### src/rtl/db_arbiter.sv
// rtl/db_arbiter.sv - two-master whole-transaction arbiter for the 32-bit data bus
// Optional watchdog: define DB_ARB_TIMEOUT_EN. `MEM_ACCESS_T defaults to a 3-bit access code.
`ifndef MEM_ACCESS_T
`define MEM_ACCESS_T logic [2:0]
`endif

module db_arbiter #(
  parameter int PRIORITY_MODE  = 0,
  parameter int TIMEOUT_CYCLES = 255
) (
  input  logic         clk_i,
  input  logic         res_i,
  input  logic [31:0]  m0_addr_i,
  input  logic [31:0]  m0_dataOut_i,
  input  `MEM_ACCESS_T m0_accessType_i,
  output logic [31:0]  m0_dataIn_o,
  output logic         m0_ready_o,
  input  logic [31:0]  m1_addr_i,
  input  logic [31:0]  m1_dataOut_i,
  input  `MEM_ACCESS_T m1_accessType_i,
  output logic [31:0]  m1_dataIn_o,
  output logic         m1_ready_o,
  input  logic [31:0]  db_dataIn_i,
  input  logic         db_ready_i,
  output logic [31:0]  db_addr_o,
  output logic [31:0]  db_dataOut_o,
  output `MEM_ACCESS_T db_accessType_o,
  output logic [1:0]   arb_owner_o,
  output logic         arb_timeout_o
);

  typedef `MEM_ACCESS_T acc_t;
  typedef enum logic [1:0] {IDLE = 2'd0, GRANT0 = 2'd1, GRANT1 = 2'd2} state_t;

  if (TIMEOUT_CYCLES < 1) begin : g_bad_timeout
    $error("db_arbiter: TIMEOUT_CYCLES must be at least 1");
  end

  state_t      state_q, state_d;
  logic        last_owner_q, last_owner_d;
  logic [31:0] addr_q, addr_d;
  logic [31:0] wdata_q, wdata_d;
  acc_t        type_q, type_d;
  logic        req0, req1, pick1, granted, tmo;

  assign req0    = (m0_accessType_i != '0);
  assign req1    = (m1_accessType_i != '0);
  assign granted = (state_q == GRANT0) || (state_q == GRANT1);

  // On a tie, round-robin hands the bus to whoever did not finish last
  always_comb begin
    pick1 = 1'b0;
    if (req1 && !req0) begin
      pick1 = 1'b1;
    end else if (req1 && req0 && PRIORITY_MODE == 0) begin
      pick1 = (last_owner_q == 1'b0);
    end
  end

`ifdef DB_ARB_TIMEOUT_EN
  localparam int CW = $clog2(TIMEOUT_CYCLES + 1);
  logic [CW-1:0] cnt_q, cnt_d;

  // Counts GRANT cycles already spent waiting; IDLE leaves it at zero for the next grant
  always_comb begin
    cnt_d = '0;
    if (granted && !db_ready_i) begin
      cnt_d = cnt_q + CW'(1);
    end
  end

  always_ff @(posedge clk_i) begin
    if (res_i) begin
      cnt_q <= '0;
    end else begin
      cnt_q <= cnt_d;
    end
  end

  assign tmo = !res_i && granted && !db_ready_i && (cnt_q == CW'(TIMEOUT_CYCLES - 1));
`else
  assign tmo = 1'b0;
`endif

  always_comb begin
    state_d      = state_q;
    last_owner_d = last_owner_q;
    addr_d       = addr_q;
    wdata_d      = wdata_q;
    type_d       = type_q;
    case (state_q)
      IDLE: begin
        if (req0 || req1) begin
          state_d = pick1 ? GRANT1 : GRANT0;
          addr_d  = pick1 ? m1_addr_i : m0_addr_i;
          wdata_d = pick1 ? m1_dataOut_i : m0_dataOut_i;
          type_d  = pick1 ? m1_accessType_i : m0_accessType_i;
        end
      end
      GRANT0, GRANT1: begin
        if (db_ready_i || tmo) begin
          state_d      = IDLE;
          last_owner_d = (state_q == GRANT1);
          type_d       = '0;
        end
      end
      default: begin
        state_d = IDLE;
        type_d  = '0;
      end
    endcase
  end

  always_ff @(posedge clk_i) begin
    if (res_i) begin
      state_q      <= IDLE;
      last_owner_q <= 1'b1;
      addr_q       <= '0;
      wdata_q      <= '0;
      type_q       <= '0;
    end else begin
      state_q      <= state_d;
      last_owner_q <= last_owner_d;
      addr_q       <= addr_d;
      wdata_q      <= wdata_d;
      type_q       <= type_d;
    end
  end

  assign db_addr_o       = addr_q;
  assign db_dataOut_o    = wdata_q;
  assign db_accessType_o = type_q;
  assign arb_owner_o     = {state_q == GRANT1, state_q == GRANT0};
  assign arb_timeout_o   = tmo;

  // A reset cycle swallows any completion of the dropped transaction
  assign m0_ready_o  = !res_i && (state_q == GRANT0) && (db_ready_i || tmo);
  assign m1_ready_o  = !res_i && (state_q == GRANT1) && (db_ready_i || tmo);
  assign m0_dataIn_o = (tmo && state_q == GRANT0) ? 32'hDEADBEEF : db_dataIn_i;
  assign m1_dataIn_o = (tmo && state_q == GRANT1) ? 32'hDEADBEEF : db_dataIn_i;

endmodule
### config.mk
export PLATFORM = sky130hd
export DESIGN_NAME = db_arbiter
export DESIGN_NICKNAME = d
export VERILOG_FILES = /design/src/rtl/db_arbiter.sv
export SDC_FILE = /design/constraint.sdc
export NUM_CORES = 1
export LEC_CHECK = 0
export CAP_MARGIN = 30
export CORE_AREA = 3 3 116 118
export CTS_CLUSTER_SIZE = 28
export DETAILED_ROUTE_END_ITERATION = 10
export DIE_AREA = 0 0 119 121
export PLACE_DENSITY = 0.72
export SLEW_MARGIN = 20
export SYNTH_ARGS = -nofsm -noshare
export SYNTH_HDL_FRONTEND = slang
export SYNTH_SLANG_ARGS = --single-unit
### constraint.sdc
create_clock -name clk_i -period 3.8 [get_ports clk_i]
set_input_delay 0.76 -clock clk_i [delete_from_list [all_inputs] [get_ports clk_i]]
set_output_delay 0.76 -clock clk_i [all_outputs]
set_load 0.005 [all_outputs]
### Word level (Yosys, flattened, before mapping)

Index checks and enable logic that the tools add are counted.
W data, S select, Z words.

* multiplexer cells: 12
* bitwise operators: 1
* eq/ne operators: 4
* reductions and logical operators: 16

Operator list (count)
* $mux W32: 2
* $mux W3: 3
* $logic_and A1 B1 Y1: 6
* $mux W2: 3
* $pmux W3 S2: 1
* $reduce_and A2 Y1: 3
* $reduce_bool A3 Y1: 2
* $ne A2 B2 Y1 const B: 2
* $pmux W2 S2: 1
* $eq A2 B1 Y1 const B: 1
* $eq A2 B2 Y1 const B: 1
* $logic_not A1 Y1: 2
* $logic_not A2 Y1: 1
* $mux W1: 2
* $reduce_or A2 Y1: 1
* $logic_or A1 B1 Y1: 1
* $not A1 Y1: 1

* bits of input ports: 169
* flip-flop bits (word level): 70

### Longest topological paths before layout

* word-level depth: 7
* mapped depth: 7
* gate-level depth less buffers: 6

### Worst setup path after synthesis

Ideal clock, no wire load.

* kind: in2out
* start: input port res_i
* end: output port m0_ready_o
* arrival: 1.469 ns
* stages: 3
* data required time: 3.040 ns
* buffers on the path: 2
* setup slack: 1.571 ns
* cells stage by stage: clkbuf_1 > clkbuf_1 > and3b_1

* longest elaborated chain between the ends: 3

Ends and longest elaborated chain
* from (decl): line 12 `input logic res_i,`
* $logic_not A1 Y1: line 137 `assign m0_ready_o = !res_i && (state_q == GRANT0) && (db_ready_i || tmo);`
* $logic_and A1 B1 Y1 (2 in series): line 137
* to (decl): line 17 `output logic m0_ready_o,`

Every way passes these cells.

### Worst setup path in the final report

* start: input port db_ready_i
* end: output port m0_ready_o

* longest elaborated chain between the ends: 1

Ends and longest elaborated chain
* from (decl): line 24 `input logic db_ready_i,`
* $logic_and A1 B1 Y1: line 137

Every way passes these cells.

==> flow_summary.json <==
{
  "crit_path_cell_trace": "clkdlybuf4s50_1, and3b_1, clkdlybuf4s50_1",
  "drive_gt1_share_pct": 4.41,
  "critical-path-max-stage-delay_ns": 0.56,
  "grt_first_pass_wirelength_um": 18600,
  "p_comb_share_pct": 38.2,
  "cts-hold-fix-buffers": 0,
  "dominantRegCellSynth": "sky130_fd_sc_hd__dfxtp_1",
  "htreeDepth": 3,
  "netlist-cell-type-count": 32,
  "syn2layout_area_growth_pct": 54.3,
  "vias": 3658,
  "p_leak_nw": 2.19,
  "detailed_place.area_mm2": 0.00530,
  "status": "completed",
  "antenna_violating_nets_left": 0,
  "crit_top_cell": "sky130_fd_sc_hd__clkdlybuf4s50_1",
  "final.period_utilization_pct": 73.5,
  "power_density_mw_per_mm2": 542,
  "min_path_type": "flip-flop to flip-flop",
  "pwr-share-clk_pct": 28.0,
  "cts_sinks": 70,
  "critical-path-top-delay-family": "buffers and inverters",
  "worstPathBufferInverterCount": 2,
  "critPathCaptureType": "primary output",
  "hold_depth": 2,
  "postRouteWirelength_um": 12200,
  "post_synthesis_sequential_area_ratio_pct": 38.6,
  "area_of_the_die_mm2": 0.0144,
  "p_int_w": 0.00210,
  "io_buffers": 207,
  "clock_root_buffer_master": "sky130_fd_sc_hd__clkbuf_16",
  "grtUsageTotal_pct": 16.2,
  "compound_gate_portion_of_the_synthesized_area_pct": 18.3,
  "fin_skew_ns": 0.00650,
  "synth_adder_area_share_pct": 1.03,
  "power_frac_seq_pct": 33.8,
  "initial_core_utilization_pct": 28.9,
  "critical_path.startpoint_type": "primary input",
  "yosys.cell_count.top_type": "sky130_fd_sc_hd__nand2_1",
  "num-nets-final": 757,
  "grt_remaining_overflow": 0,
  "vias_per_cell": 4.80,
  "p_sw_w": 0.000932,
  "crit_type": "primary input to primary output",
  "ys_warn_count": 0,
  "syn-cell-area_mm2": 0.00363,
  "clkTransAtPathRegs_ns": 0.05,
  "multiInputGateArea_mm2": 0.00155,
  "post_synth_xor_area_fraction_pct": 0,
  "insertion_delay_ns": 0.33,
  "cp_data_arrival_time_ns": 2.03,
  "ys_top_cells_by_area": "sky130_fd_sc_hd__dfxtp_1 39%, sky130_fd_sc_hd__buf_4 16%, sky130_fd_sc_hd__a311oi_1 15%",
  "drt_first_iter_violations": 197,
  "max_cap_viol_count": 0,
  "final.fill_count": 1262,
  "detail_route.drc_violations": 0,
  "max_slew_violation_count": 0,
  "finalSetupViolCount": 0,
  "synthesis.nets": 634,
  "cts-resized-gates": 0,
  "postSynthRegisterBits": 70,
  "worst_r2r_path_depth": 6,
  "cts_buffer_depth": 2,
  "swShare_pct": 30.7,
  "antennaDiodeCount": 0,
  "synthArstFlopShare_pct": 0,
  "row_count": 41,
  "netlist.top_cell.by_area": "sky130_fd_sc_hd__dfxtp_1",
  "worst-endpoint-required_ns": 3.04,
  "maximum_number_of_pins_on_one_net_before_global_route_repair": 83,
  "die_w_um": 119,
  "antenna_violations_before_repair": 1,
  "dominant_combinational_cell_family_by_area_after_synthesis": "simple AND/OR/NAND/NOR gates",
  "finalWeightedCongestion": 0.782,
  "dp_hpwl_um": 8920,
  "biggest_fanout_along_the_worst_timing_path": 6,
  "finalInstanceArea_mm2": 0.00560,
  "netlist_top_cells_count": "127 x sky130_fd_sc_hd__nand2_1, 76 x sky130_fd_sc_hd__buf_4, 70 x sky130_fd_sc_hd__dfxtp_1",
  "rsz0062_at_grt": "no",
  "period_minus_slack_ns": 2.79,
  "detail_route.first_pass.iterations": 4,
  "cts_buffers": 9,
  "first_global_vias": 3573,
  "synth_edf_count": 0,
  "tritoncts_clock_tree": "done",
  "ir_worst_vdd_v": 0.000275,
  "route.detailed.wl_per_inst_um": 16.0,
  "postCtsSetupBuffers": 0,
  "die_height_um": 121,
  "multiplexer_share_of_the_synthesized_area_pct": 0,
  "slew_headroom_pct": 48.2,
  "synthDominantCellAreaShare_pct": 38.6,
  "finalHoldViolations": 0,
  "synth_simple_gate_area_share_pct": 22.8,
  "num_io_pins": 305,
  "seq_area_mm2": 0.00140,
  "max_freq_ghz": 0.358,
  "worst-slew-pin-transition_ns": 0.777,
  "cpMaxStageDelayCell": "sky130_fd_sc_hd__clkdlybuf4s50_1",
  "design_power_total_w": 0.00303,
  "worstSetupPathDepth": 3,
  "totalNegativeSetupSlack_ns": 0,
  "synthesis.instances": 462,
  "avgSynthCellArea_um2": 7.85,
  "fp.coreArea_mm2": 0.0126
}
## power groups by stage
stage | Combinational (W) | Sequential, W | Clock, W
floorplan | 0.000594 | 0.00104 | 0
global placement | 0.00114 | 0.00103 | 0
CTS | 0.00117 | 0.00103 | 0.000875
global route | 0.00127 | 0.00105 | 0.000910
finish | 0.00116 | 0.00103 | 0.000849
detailed placement | 0.00117 | 0.00104 | 0
## area by class of cell
| class | instances | area share, % |
|---|---|---|
| clock buffer | 13 | 4.65 |
| multi-input combinational | 289 | 27.7 |
| tap | 172 | 3.84 |
| inverter | 2 | 0.134 |
| timing repair buffer | 213 | 37.9 |
| clock inverter | 3 | 0.760 |
| sequential | 70 | 25.0 |
## routing by layer
layer	GRT usage (%)	routed length [µm]	vias up
met4	9.49	530	2
met1	17.7	4610	1669
met5	0	13	-
li1	-	-	1772
met3	4.29	863	56
met2	28.3	6180	159
## per-stage QoR
stage / setup WS, ns / utilization, % / hold WS [ns] / instances
floorplan: 1.57 / - / 0.479 / 462
global placement: 0.838 / 42.2 / 0.482 / 746
detailed placement: 0.650 / 42.2 / 0.493 / 746
CTS: 0.998 / 44.6 / 0.499 / 762
global route: 0.849 / 44.6 / 0.516 / 762
finish: 1.01 / 44.6 / 0.496 / 762
## cells by family (layout without fill, tap and decap cells)
logic type      after synthesis  count (layout)
compound gates               78              78
fa+ha+maj                     3               3
buf+inv                     103             231
flops                        70              70
other cells                   1               1
simple gates                207             207
## registers in the layout (all words and copies together), names as in the netlist
register         cells
db_accessType_o      3
db_addr_o           32
db_dataOut_o        32
last_owner_q         1
state_q              2
## worst min-delay path: cells and delay by family, from the launching register on
family	cells	cell delay (ns)
flip-flops	1	0.30
AND/OR/NAND/NOR	1	0.09
AO/OA/AOI/OAI	1	0.05
## layout by cell type, fill, tap and decap left out, types with 2 or more instances in the layout
cell,netlist,layout
sky130_fd_sc_hd__buf_4,76,5
sky130_fd_sc_hd__clkbuf_1,11,2
sky130_fd_sc_hd__and3_1,3,3
sky130_fd_sc_hd__dfxtp_1,70,70
sky130_fd_sc_hd__inv_1,2,2
sky130_fd_sc_hd__and3b_1,2,2
sky130_fd_sc_hd__clkdlybuf4s50_1,0,206
sky130_fd_sc_hd__a311oi_1,63,63
sky130_fd_sc_hd__nor2b_1,2,2
sky130_fd_sc_hd__o22ai_1,2,2
sky130_fd_sc_hd__nand2_1,127,127
sky130_fd_sc_hd__nor3_2,2,2
sky130_fd_sc_hd__a221o_1,3,3
sky130_fd_sc_hd__clkbuf_8,0,2
sky130_fd_sc_hd__nor2_1,65,65
sky130_fd_sc_hd__clkbuf_16,0,9
sky130_fd_sc_hd__ha_1,3,3
sky130_fd_sc_hd__a21oi_1,3,3
## final timing paths
kind / start / to / slack (ns)
min reg2reg: db_addr_o[31] / db_addr_o[31] / 0.50
max reg2reg: state_q[0] / db_addr_o[27] / 1.70
min: db_addr_o[31] / db_addr_o[31] / 0.50
max: db_ready_i / m0_ready_o / 1.01
Note: power is estimated with default switching activity, not from simulation.
==> RTL change 1 (config.mk and constraints unchanged) <==
Change the parameter `PRIORITY_MODE` from 0 to 1.
--- a/src/rtl/db_arbiter.sv
+++ b/src/rtl/db_arbiter.sv
@@ -5,7 +5,7 @@
 `endif
 
 module db_arbiter #(
-  parameter int PRIORITY_MODE  = 0,
+  parameter int PRIORITY_MODE  = 1,
   parameter int TIMEOUT_CYCLES = 255
 ) (
   input  logic         clk_i,
Function: changed (a bounded check fails within 4 cycles, from zero or initial values).
==> RTL change 1 against the original RTL <==
- die area stayed put
- highest routed layer is now met4
- worst hold slack worse by 47 ps
- worst setup slack got worse by 43 ps
- power down 14%
- final cell count is 0.26% higher
- global-route usage is 0.51 points higher
- largest power group is now sequential cells
- maximum frequency shrank 1.5%
- routed wire length grew 0.48%
- cell area is 1.0% higher
- sequential cell count decreased by 1
- synthesized area decreased by 1.1%
==> RTL change 1: results (changes against the original RTL) <==
outcome complete, no violations (unchanged); Port Buffer Count 207 (unchanged); P_leak 0.00210 uW (was 0.00219 uW); number of global-route vias before repair 3,705 (was 3,573); clock buffer depth 2 (unchanged); asr flop ratio synth 0% (unchanged); share of cells above drive strength 1 4.90% (was 4.41%); initial antenna violation count 0 (was 1); measured slew at the worst slew-check pin 736 ps (was 777 ps); Detailed Route Iter0 Violations 151 (was 197); DRT Pass-1 Iters 5 (was 4); # diodes 0 (unchanged); Max VDD drop 0.329 mV (was 0.275 mV); Post-synth top cells inv_1 (70), dfxtp_1 (69), a211oi_1 (65), buf_4 (65), nor3_1 (65) (was nand2_1 (127), buf_4 (76), dfxtp_1 (70), nor2_1 (65), a311oi_1 (63)); first-pass GRT wire length 19.2 mm (was 18.6 mm); Resized Gates After CTS 0 (unchanged); CP max stage cell clkdlybuf4s50_1 (unchanged); Layout Nets 759 (was 757); Crit path arrival time 2070 ps (was 2030 ps); Clock transition at path regs 50 ps (about the same); routability congestion estimate from global placement 0.816 (was 0.782); Worst-Skew Late Latency 330 ps (about the same); top cells by area, synth dfxtp_1 (39%), a211oi_1 (14%), buf_4 (14%) (was dfxtp_1 (39%), buf_4 (16%), a311oi_1 (15%)); DR WL/cell 16.0 um (about the same); CTS buffer count 9 (unchanged); pin count of the biggest net entering global routing 66 (was 83); Net Sw Frac 28.2% (was 30.7%); Post CTS Setup Buffer Count 0 (unchanged); CP top delay family buffers and inverters (unchanged); via/cell ratio 4.84 (was 4.80); clock skew 4.07 ps (was 6.50 ps); Max Fanout on Critical Path 6 (unchanged); warning count from the yosys run 0 (unchanged); H-tree levels 3 (unchanged); Tot GR Track Use 16.7% (was 16.2%); max incr delay on CP 520 ps (was 560 ps); Syn Nets 631 (was 634); setup TNS 0 ps (unchanged); number of synthesized flops with an enable pin 0 (unchanged); Seq/Total Area, Yosys 38.5% (was 38.6%); synth unique cells 24 (was 32); worst min path class reg -> reg (unchanged); Synth Flop Type dfxtp_1 (unchanged); hpwl dp 8.92 mm (about the same); Clock Tree Root clkbuf_16 (unchanged)
RTL change 1: cell count changes after synthesis, moves of 3 or more:
| cell | unedited run | this run |
|---|---|---|
| a221o_1 | 3 | 0 |
| inv_1 | 2 | 70 |
| buf_4 | 76 | 65 |
| clkbuf_1 | 11 | 31 |
| nor3_1 | 1 | 65 |
| a311oi_1 | 63 | 0 |
| o32ai_1 | 0 | 3 |
| buf_1 | 3 | 0 |
| buf_2 | 10 | 2 |
| a211oi_1 | 1 | 65 |
| o21ai_0 | 0 | 64 |
| nor2_1 | 65 | 3 |
| nand2_1 | 127 | 0 |
RTL change 1: kinds of logic after synthesis:
logic type / count (synthesis) / share of synthesized area, %
buffers and inverters: 168 / 24.5
AND/OR/NAND/NOR: 77 / 11.0
flip-flops: 69 / 38.5
other: 1 / 0.105
adder cells (fa/ha/maj): 3 / 1.05
AO/OA/AOI/OAI: 141 / 24.9
RTL change 1: area by class of cell:
class | count | area, um^2
clock buffers | 12 | 267
inverters | 70 | 263
well taps | 172 | 215
multi-input cells | 222 | 1360
fillers | 1228 | 6910
repair buffers | 215 | 2130
clock inverters | 4 | 45.0
flip-flops and latches | 69 | 1380
RTL change 1: power by group through the flow:
stage                     logic, uW  clock network [uW]  registers (uW)
after floorplan                 335                   0             946
after global placement          785                   0             936
after detailed placement        802                   0             940
after CTS                       809                 899             928
after global routing            868                 920             943
final                           796                 873             927
RTL change 1: worst paths after layout:
| check | from | slack (ps) | cells after the start | to |
|---|---|---|---|---|
| hold / removal | db_dataOut_o[7] | 450 | 2 | db_dataOut_o[7] |
| hold reg to reg | db_dataOut_o[7] | 450 | 2 | db_dataOut_o[7] |
| setup / recovery | res_i | 970 | 4 | m1_ready_o |
| setup reg to reg | state_q[0] | 1230 | 6 | db_addr_o[2] |
RTL change 1: metal layers:
metal  vias up  track usage [%]  wire [um]
met5         -                0          0
met4         0             10.9        594
met3        53             5.45       1050
met2       172             26.9       5900
met1      1702             19.0       4700
li1       1768                -          -
RTL change 1: worst min-delay path: cells and delay by family, from the launching register on:
kind	cells	cell delay (ps)
AO/OA/AOI/OAI	1	50
buffers and inverters	1	50
flip-flops	1	310
RTL change 1: stage by stage:
stage / worst slack, ps / area [um^2] / std cells / utilization (%)
2_1_floorplan: 1650 / 3590 / 459 / -
5_1_grt: 888 / 5660 / 764 / 45.0
6_report: 965 / 5660 / 764 / 45.0
3_3_place_gp: 677 / 5350 / 748 / 42.5
4_1_cts: 973 / 5660 / 764 / 45.0
3_5_place_dp: 618 / 5350 / 748 / 42.5
==> RTL change 2 (same settings) <==
Made on the original files. The option `DB_ARB_TIMEOUT_EN` is turned on by a define.
--- a/src/rtl/db_arbiter.sv
+++ b/src/rtl/db_arbiter.sv
@@ -1,5 +1,7 @@
 // rtl/db_arbiter.sv - two-master whole-transaction arbiter for the 32-bit data bus
 // Optional watchdog: define DB_ARB_TIMEOUT_EN. `MEM_ACCESS_T defaults to a 3-bit access code.
+`define DB_ARB_TIMEOUT_EN
+
 `ifndef MEM_ACCESS_T
 `define MEM_ACCESS_T logic [2:0]
 `endif
Behaviour: no difference found for any inputs over 10 cycles, from zero or initial values; that may be too few to reach the edited logic, so the function may still have changed.
==> RTL change 2 against the original RTL <==
- worst setup slack got worse by 890 ps
- sequential share of layout area is 4.0 points lower
- cell area grew 33%
- critical path depth grew 4
- routed wire length up 28%
- power grew 25%
- register-to-register slack improved by 110 ps
- core utilization is 15 points higher
- clock power up 13%
- combinational power is 41% higher
- maximum frequency decreased by 24%
- sequential power up 17%
- sequential cell count rose by 8
- synthesized area rose by 9.4%
==> RTL change 2: results (changes against the original RTL) <==
outcome complete, no violations (unchanged); Critical R2R Capture db_accessType_o[0] (was db_addr_o[27]); Syn Nets 689 (was 634); Crit path arrival time 2930 ps (was 2030 ps); top cells by area, synth dfxtp_1 (39%), a311oi_1 (14%), nand2_1 (12%) (was dfxtp_1 (39%), buf_4 (16%), a311oi_1 (15%)); Hold Path Cell Cnt 1 (was 2); first-pass GRT wire length 24.0 mm (was 18.6 mm); dpl cells 957 (was 746); share of cells above drive strength 1 4.12% (was 4.41%); Tot GR Track Use 20.7% (was 16.2%); Net Sw Frac 31.7% (was 30.7%); routability congestion estimate from global placement 0.805 (was 0.782); pin count of the biggest net entering global routing 71 (was 83); Post-Place Setup Slack -8.60 ps (was 650 ps); total routed wirelength 15.6 mm (was 12.2 mm); Finished Layout Cells 973 (was 762); Fillers 1,140 (was 1,262); P_leak 0.00294 uW (was 0.00219 uW); Port Buffer Count 304 (was 207); hpwl dp 12.1 mm (was 8.92 mm); measured slew at the worst slew-check pin 742 ps (was 777 ps); Hold Slack 471 ps (was 496 ps); clock skew 7.72 ps (was 6.50 ps); Clock transition at path regs 50 ps (about the same); Max VDD drop 0.279 mV (was 0.275 mV); Endpoint, Worst Hold cnt_q[0] (was db_addr_o[31]); depth of the most critical reg-to-reg path 6 (unchanged); setup slack, reg-to-reg 1810 ps (was 1700 ps); synth unique cells 36 (was 32); Seq/Total Area, Yosys 39.3% (was 38.6%); vias 4,674 (was 3,658); min-delay src cnt_q[0] (was db_addr_o[31]); initial antenna violation count 0 (was 1)
## RTL change 2: cell types whose count changed in the layout (fill, tap and decap cells not counted), moves of 5 or more
| cell | change |
|---|---|
| o2bb2ai_1 | +5 |
| dfxtp_1 | +8 |
| o21ai_0 | +12 |
| nor2_1 | +8 |
| and2_1 | +18 |
| nand2b_1 | +49 |
| clkdlybuf4s50_1 | +97 |
## RTL change 2: layout make-up
cell class,instances,area [um^2],share of cell area (%)
inverters,6,22.5,0.303
well taps,172,215,2.90
clock buffers,13,270,3.64
repair buffers,312,3110,41.9
flip-flops and latches,78,1560,21.0
multi-input cells,389,2190,29.4
clock inverters,3,65.1,0.876
## RTL change 2: what timing repair did
| item | CTS | global route |
|---|---|---|
| pin swaps | 0 | 1 |
| resized for setup | 1 | 0 |
| endpoints found under the setup margin | 8 | 4 |
## RTL change 2: through the flow
stage	power [uW]	cell area [um^2]
6_report	3800	7430
5_1_grt	4050	7430
3_5_place_dp	2870	7090
3_3_place_gp	2830	7090
4_1_cts	3850	7430
2_1_floorplan	1960	3970
## RTL change 2: critical path, stage by stage
cell and delay [ps]:
clkdlybuf4s50_1 470, or3b_1 460, nor3_4 240, nand2_2 70, buf_4 230, nand2b_1 170
clkdlybuf4s50_1 520
## RTL change 2: cells by family after synthesis
group / synth area share (%)
buffers and inverters: 6.12
xor gates and xnor gates: 1.10
adders and majority gates: 1.58
muxes: 0.252
AOI/OAI and AO/OA: 18.5
DFF: 39.3
and+or+nand+nor: 33.1
## RTL change 2: metal layers
layer	vias up	part of all wire (%)	global-route usage, %
li1	2313	-	-
met2	208	51	38.9
met1	2136	38	21.6
met5	-	0	0
met3	17	9.4	7.74
met4	0	1.6	5.65
## RTL change 2: power groups by stage
stage,clock network (uW),registers [uW],logic [uW]
2_1_floorplan,0,1230,729
3_3_place_gp,0,1210,1620
3_5_place_dp,0,1230,1640
4_1_cts,983,1210,1650
5_1_grt,1020,1240,1790
6_report,958,1210,1630
## RTL change 2: worst max-delay path by stage
| stage | end | depth (start not counted) | slack (ps) |
|---|---|---|---|
| 2_1_floorplan | m1_dataIn_o[14] | 6 | 1070 |
| 3_3_place_gp | m0_dataIn_o[17] | 6 | 90 |
| 3_5_place_dp | m0_dataIn_o[29] | 6 | -9 |
| 4_1_cts | m1_dataIn_o[15] | 7 | 40 |
| 5_1_grt | m1_dataIn_o[15] | 7 | 20 |
| 6_report | m1_dataIn_o[15] | 7 | 110 |
